===== config.mk =====
export PLATFORM = sky130hd
export DESIGN_NAME = adder_pipe
export DESIGN_NICKNAME = d
export VERILOG_FILES = /design/src/rtl/adder_pipe.sv
export SDC_FILE = /design/constraint.sdc
export NUM_CORES = 1
export LEC_CHECK = 0
export ABC_CLOCK_PERIOD_IN_PS = 2500
export CORE_AREA = 2 2 97 99
export DETAILED_ROUTE_END_ITERATION = 8
export DIE_AREA = 0 0 99 101
export PLACE_DENSITY_LB_ADDON = 0.08
export RECOVER_POWER = 100
export SYNTH_ARGS = -nofsm -noshare
export SYNTH_HDL_FRONTEND = slang
export SYNTH_SLANG_ARGS = --single-unit

===== constraint.sdc =====
create_clock -name clk -period 2.5 [get_ports clk]
set_input_delay 0.5 -clock clk [delete_from_list [all_inputs] [get_ports clk]]
set_output_delay 0.5 -clock clk [all_outputs]
set_load 0.02 [all_outputs]

===== src/rtl/adder_pipe.sv =====
// Pipelined WIDTH-bit add/subtract unit: one CW-bit chunk is resolved per stage,
// with the carry rippling stage to stage behind a single global valid/ready advance enable.
module adder_pipe #(
  parameter int WIDTH  = 16,
  parameter int STAGES = 4
) (
  input  logic             clk,
  input  logic             rst_n,
  input  logic             in_valid,
  output logic             in_ready,
  input  logic [WIDTH-1:0] in1,
  input  logic [WIDTH-1:0] in2,
  input  logic             cin,
  input  logic             sub,
  output logic             out_valid,
  input  logic             out_ready,
  output logic [WIDTH-1:0] sum,
  output logic             cout,
  output logic             ovf
);

  localparam int CW = WIDTH / STAGES;

  // Per-stage registers; index k holds the state of pipeline stage k+1.
  logic             v_q   [STAGES];
  logic [WIDTH-1:0] acc_q [STAGES];
  logic [WIDTH-1:0] a_q   [STAGES];
  logic [WIDTH-1:0] b_q   [STAGES];
  logic             c_q   [STAGES];

  // Stage inputs: entry 0 is the incoming beat, entry k is the register of stage k.
  logic             src_v   [STAGES];
  logic [WIDTH-1:0] src_acc [STAGES];
  logic [WIDTH-1:0] src_a   [STAGES];
  logic [WIDTH-1:0] src_b   [STAGES];
  logic             src_c   [STAGES];

  logic [WIDTH-1:0] nxt_acc [STAGES];
  logic             nxt_c   [STAGES];
  logic [CW:0]      chunk;
  logic             en;

  assign en       = !out_valid || out_ready;
  assign in_ready = en;

  always_comb begin
    src_v   = v_q;
    src_acc = acc_q;
    src_a   = a_q;
    src_b   = b_q;
    src_c   = c_q;
    src_v[0]   = in_valid;
    src_acc[0] = '0;
    src_a[0]   = in1;
    src_b[0]   = sub ? ~in2 : in2;
    src_c[0]   = sub ? ~cin : cin;
    for (int unsigned k = 1; k < STAGES; k++) begin
      src_v[k]   = v_q[k-1];
      src_acc[k] = acc_q[k-1];
      src_a[k]   = a_q[k-1];
      src_b[k]   = b_q[k-1];
      src_c[k]   = c_q[k-1];
    end
  end

  // Stage k+1 resolves chunk k only; lower chunks pass through already settled.
  always_comb begin
    nxt_acc = src_acc;
    nxt_c   = src_c;
    chunk   = '0;
    for (int unsigned k = 0; k < STAGES; k++) begin
      chunk = {1'b0, src_a[k][k*CW +: CW]} + {1'b0, src_b[k][k*CW +: CW]}
            + {{CW{1'b0}}, src_c[k]};
      nxt_acc[k][k*CW +: CW] = chunk[CW-1:0];
      nxt_c[k]               = chunk[CW];
    end
  end

  always_ff @(posedge clk) begin
    if (!rst_n) begin
      v_q   <= '{default: '0};
      acc_q <= '{default: '0};
      a_q   <= '{default: '0};
      b_q   <= '{default: '0};
      c_q   <= '{default: '0};
    end else if (en) begin
      v_q   <= src_v;
      acc_q <= nxt_acc;
      a_q   <= src_a;
      b_q   <= src_b;
      c_q   <= nxt_c;
    end
  end

  assign out_valid = v_q[STAGES-1];
  assign sum       = acc_q[STAGES-1];
  assign cout      = c_q[STAGES-1];
  assign ovf       = (a_q[STAGES-1][WIDTH-1] == b_q[STAGES-1][WIDTH-1])
                  && (acc_q[STAGES-1][WIDTH-1] != a_q[STAGES-1][WIDTH-1]);

endmodule


== Yosys cells after proc, flatten, opt, wreduce, memory -nomap -nowiden ==
Index checks and enable logic that the tools add are counted.

* Bits of input ports: 38
* Output and inout bits: 20
* Flip-flop bits (word level): 176
* Word-level logic and storage cells: 37

* Reductions and logical operators: 3
* Bitwise operators: 2
* Add/sub/neg operators: 8
* Multiplexer cells: 2
* Equal/unequal tests: 2

{| class="wikitable"
|+ Operators by type and width
! kind !! number
|-
| $add 4x4->5 || 4
|-
| $add 5x1->5 || 4
|-
| $mux 16 || 1
|-
| $not 16->16 || 1
|-
| $eq 1x1->1 || 1
|-
| $logic_and 1x1->1 || 1
|-
| $logic_not 1->1 || 1
|-
| $logic_or 1x1->1 || 1
|-
| $mux 1 || 1
|-
| $ne 1x1->1 || 1
|-
| $not 1->1 || 1
|}

== Longest topological paths before layout ==
* Word-level depth: 4
* Depth in mapped cells: 8
* Mapped depth without buffers: 6

== Worst setup path after synthesis ==
Ideal clock, no wire load.

* Path type: input-to-reg
* From: input sub
* To: register c_q[3] (netlist bit)
* Path slack: 0.171 ns
* Arrival time: 2.208 ns
* Setup time: 0.121 ns
* Buffers on the path: 2
* Cell stages on the path: 8
* Required time: 2.379 ns
* Cell sequence: buf_4 -> buf_4 -> xor2_1 -> fa_1 -> fa_1 -> a21o_1 -> a21oi_1 -> a21oi_1

* Longest elaborated chain between the ends: 3
* Elaborated cells on any way between the ends: 4
* Classes of those cells: add/sub: 2; mux: 2

{| class="wikitable"
|+ RTL lines
! what !! line !! RTL
|-
| from (decl) || 14 || <nowiki>input logic sub,</nowiki>
|-
| $mux 16 || 55 || <nowiki>src_b[0] = sub ? ~in2 : in2;</nowiki>
|-
| $add 4x4->5 || 72 || <nowiki>chunk = {1'b0, src_a[k][k*CW +: CW]} + {1'b0, src_b[k][k*CW +: CW]}</nowiki>
|-
| $add 5x1->5 (*) || 73 || <nowiki>+ {{CW{1'b0}}, src_c[k]};</nowiki>
|-
| to (signal assigned) || 91 || <nowiki>c_q <= nxt_c;</nowiki>
|-
| to (decl) || 29 || <nowiki>logic c_q [STAGES];</nowiki>
|}

Every way passes the cells marked *; elsewhere a longest branch is shown, timed or not.
A chain may end at the register's enable or synchronous reset.

== Worst setup path after layout ==
* From: input out_ready
* To: output in_ready

* Longest elaborated chain between the ends: 1

{| class="wikitable"
|+ RTL lines
! what !! line !! RTL
|-
| from (decl) || 16 || <nowiki>input logic out_ready,</nowiki>
|-
| $logic_or 1x1->1 || 43 || <nowiki>assign en = !out_valid || out_ready;</nowiki>
|-
| to (decl) || 10 || <nowiki>output logic in_ready,</nowiki>
|}

No other way between the ends.

==> flow_results.org <==
** Status
- Status :: finished clean

** Setup path
- Kind of end point of the critical path :: primary output
- The critical path in this run is classified as primary input to primary output.
- On the worst path, the slowest cell contributes a delay of 0.59 ns.
- Startpoint class of the critical path :: primary input
- Number of buffers and inverters on the critical path :: 3
- The cell family contributing the most delay on the critical path is buffers and inverters.
- The largest individual stage delay along the critical path comes from the cell sky130_fd_sc_hd__clkdlybuf4s50_1.
- Traced cell by cell, the critical path runs through dlygate4sd3_1 -> nor2b_4 -> clkinv_2 -> clkdlybuf4s50_1.
- Data on the critical path arrives at its endpoint at 1.93 ns.
- Critical path peak fanout :: 2
- Worst EP required :: 2.00 ns

** Global routing
- Number of global-route vias before repair :: 2945
- Entering global routing, the biggest net connects 113 pins.
- Total overflow reported by the global router :: 0
- Across every metal layer, demand over resource in global routing totals 0.167.
- Number of antenna violations at the first check in global routing :: 0
- The first global-routing pass estimated approximately 14000 um of wire.

** Clock network
- Buffer levels on the longest clock path :: 2
- Clock network latency to the later pin of the worst-skew pair :: between 0.3 and 0.4 ns
- The number of setup buffers added after CTS is 0.
- Clock tree from TritonCTS :: built
- For this design, the sink count on the clock tree is 98.
- Clock-pin slew reported for the worst setup and hold paths after clock tree synthesis :: 0.09 ns
- The clock tree synthesis step divided the H-tree into 3 levels.
- The tree is rooted in a sky130_fd_sc_hd__clkbuf_8.
- Count of cells resized by post-cts repair :: 0
- Buffers inserted during clock tree synthesis total 9.
- The number of hold buffers added after CTS was 0.

** STA
- For the final database, setup skew stands at 0.0116 ns.
- The number of slew-limit violations in the final report came to 0.
- Final hold analysis gives a worst-case slack of 0.451 ns.
- Maximum operating frequency :: between 400 and 500 MHz
- Transition at the pin with the smallest max-transition slack :: 1.13 ns
- Dividing the final minimum period by the clock period gives 0.970.
- Relative max-transition margin :: 0.244
- Setup repair after global routing missed its margin :: no
- Final Hold Vio Count :: 0
- Count of final setup violators :: 0
- Clock period minus final worst setup slack :: approximately 2.4 ns

** Synth
- Library cells used by synthesis :: 28
- Counting flops and latches in the post-synthesis netlist gives 98.
- Post-synthesis cell type with the largest combined area :: sky130_fd_sc_hd__dfxtp_1
- Yosys top cell area share :: 0.456
- Net count of the mapped netlist :: between 500 and 600
- Cell types occupying the most area after synthesis :: sky130_fd_sc_hd__dfxtp_1 (46%), sky130_fd_sc_hd__nand2_1 (13%), sky130_fd_sc_hd__a21oi_1 (9.5%)
- Of the synthesized area, sequential elements account for 0.456.
- After synthesis the cells add up to approximately 4300 um2.
- Synthesis handed over a netlist of 503 instances.
- Post-Syn Area per Cell :: ~8.5 um2
- Synthesis Warnings :: 0

** Route
- WL/cell :: between 10 and 15 um
- The final layout contains routed wiring with a total length of 8170 um.
- Vias per Instance :: about 5
- First drt pass iteration count :: 4
- Remaining design rule violation count :: 0
- In this run, the number of DRC markers left after iteration 0 of detailed routing was 90.
- For this block, the via count after detailed routing is 3199.
- Once detail routing completed, the nets flagged for antenna violations numbered 0.

** Cells and area
- From synthesis to final layout, the design area changed by 14.7%.
- Of the cells placed in the final design, the portion with a size suffix greater than 1 is 0.0564.
- Highest-count cells in the layout ignoring fill and taps :: sky130_fd_sc_hd__nand2_1 (149), sky130_fd_sc_hd__dfxtp_1 (98), sky130_fd_sc_hd__a21oi_1 (82)
- The finished layout holds 643 standard cells, fillers aside.
- Most common library cell in the layout ignoring fill and taps :: sky130_fd_sc_hd__nand2_1
- Fill cell count :: 843
- At the end of the flow the core is filled with cells to 0.549.
- Diode count :: 0
- Number of nets at the end of the flow :: between 500 and 600

** Pwr
- Maximum ir drop on the vdd rail :: 0.000296 V
- Leak Pwr :: a little under 2 nW
- In this run the power density over the cells is around 650 nW/um2.

** Flow run
- Max Cap Viol :: 0

** Placed design
- Cells after DPL :: 628
- Final estimated routing congestion in global placement :: 0.750
- Number of I/O port buffers :: 57
- Detailed placement finished with a half-perimeter wire length of 5420 um.

** Floorplan
- Die W :: 99 um
- In this run the count of I/O pins placed on the die edge is 58.
- The die is roughly 100 um tall.
- The initial utilization of the core area, before any placement, comes to 0.479.
- Placement row count :: 35
- Core region area :: 8980 um2
- Die outline area :: approximately 10000 um2

** Hold path
- Class of the tightest hold or removal check :: flop to flop
[cells by family after synthesis]
group                    after synthesis  share of synthesized area
XOR/XNOR                              21                     0.0428
flip-flops                            98                      0.456
adder cells (fa/ha/maj)               20                     0.0722
AO/OA/AOI/OAI                        116                      0.171
AND/OR/NAND/NOR                      187                      0.172
buffers and inverters                 61                     0.0853
[power breakdown]
| group | switching [mW] | internal [mW] | leakage, nW |
|---|---|---|---|
| Clock | 0.538 | 0.562 | 0.106 |
| Sequential | 0.0559 | 1.66 | 0.805 |
| Combinational | 0.193 | 0.191 | 1.04 |
| Total | 0.786 | 2.42 | 1.95 |
[worst min-delay path: cells and delay by family, from the launching register on]
family | cells | cell delay [ns]
DFF | 1 | 0.31
and+or+nand+nor | 1 | 0.05
AOI/OAI and AO/OA | 1 | 0.05
[metal layers]
metal	GRT usage	wire, um
met5	0	0
met4	0.0506	97
met3	0.0264	189
met2	0.274	3820
met1	0.230	4060
[layout make-up]
class | instances | area [um2] | area share
inverters | 10 | 38.8 | 0.00787
repair buffers | 65 | 646 | 0.131
well taps | 111 | 139 | 0.0282
flip-flops and latches | 98 | 1960 | 0.398
clock buffers | 9 | 124 | 0.0251
multi-input cells | 344 | 1930 | 0.392
clock inverters | 6 | 90.1 | 0.0183
[per-stage QoR]
stage / TNS [ns] / power (mW) / setup slack, ns / cell area (um2)
CTS: 0 / 3.25 / 0.182 / 4990
global route: 0 / 3.34 / 0.0352 / 4930
finish: 0 / 3.20 / 0.0748 / 4930
detailed placement: -0.237 / 2.16 / -0.201 / 4780
global placement: -0.167 / 2.15 / -0.141 / 4780
floorplan: 0 / 2.02 / 0.171 / 4300
[flip-flops by register name, indices dropped and copies added, names as in the netlist]
register,flops
src_v,3
c_q,3
acc_q,24
cout,1
sum,16
a_q,25
out_valid,1
b_q,25
[synth_stat cells, drive strengths merged]
master	number
nand2	149
dfxtp	98
a21oi	82
buf	40
nor2	22
a211oi	17
xnor2	14
ha	12
clkbuf	11
inv	10
nand3	9
fa	8
o21ai	7
xor2	7
a2111o	3
nor2b	3
o211ai	3
a21o	2
and3	2
a2111oi	1
a211o	1
and2	1
nand3b	1
[worst paths after layout]
kind,slack [ns],cells after the start,to,startpoint
worst max register to register,0.74,5,cout,a_q[28]
worst min register to register,0.45,2,sum[3],sum[3]
worst max-delay path,0.07,4,in_ready,out_ready
worst min-delay path,0.45,2,sum[3],sum[3]
Note: power is estimated with default switching activity, not from simulation.
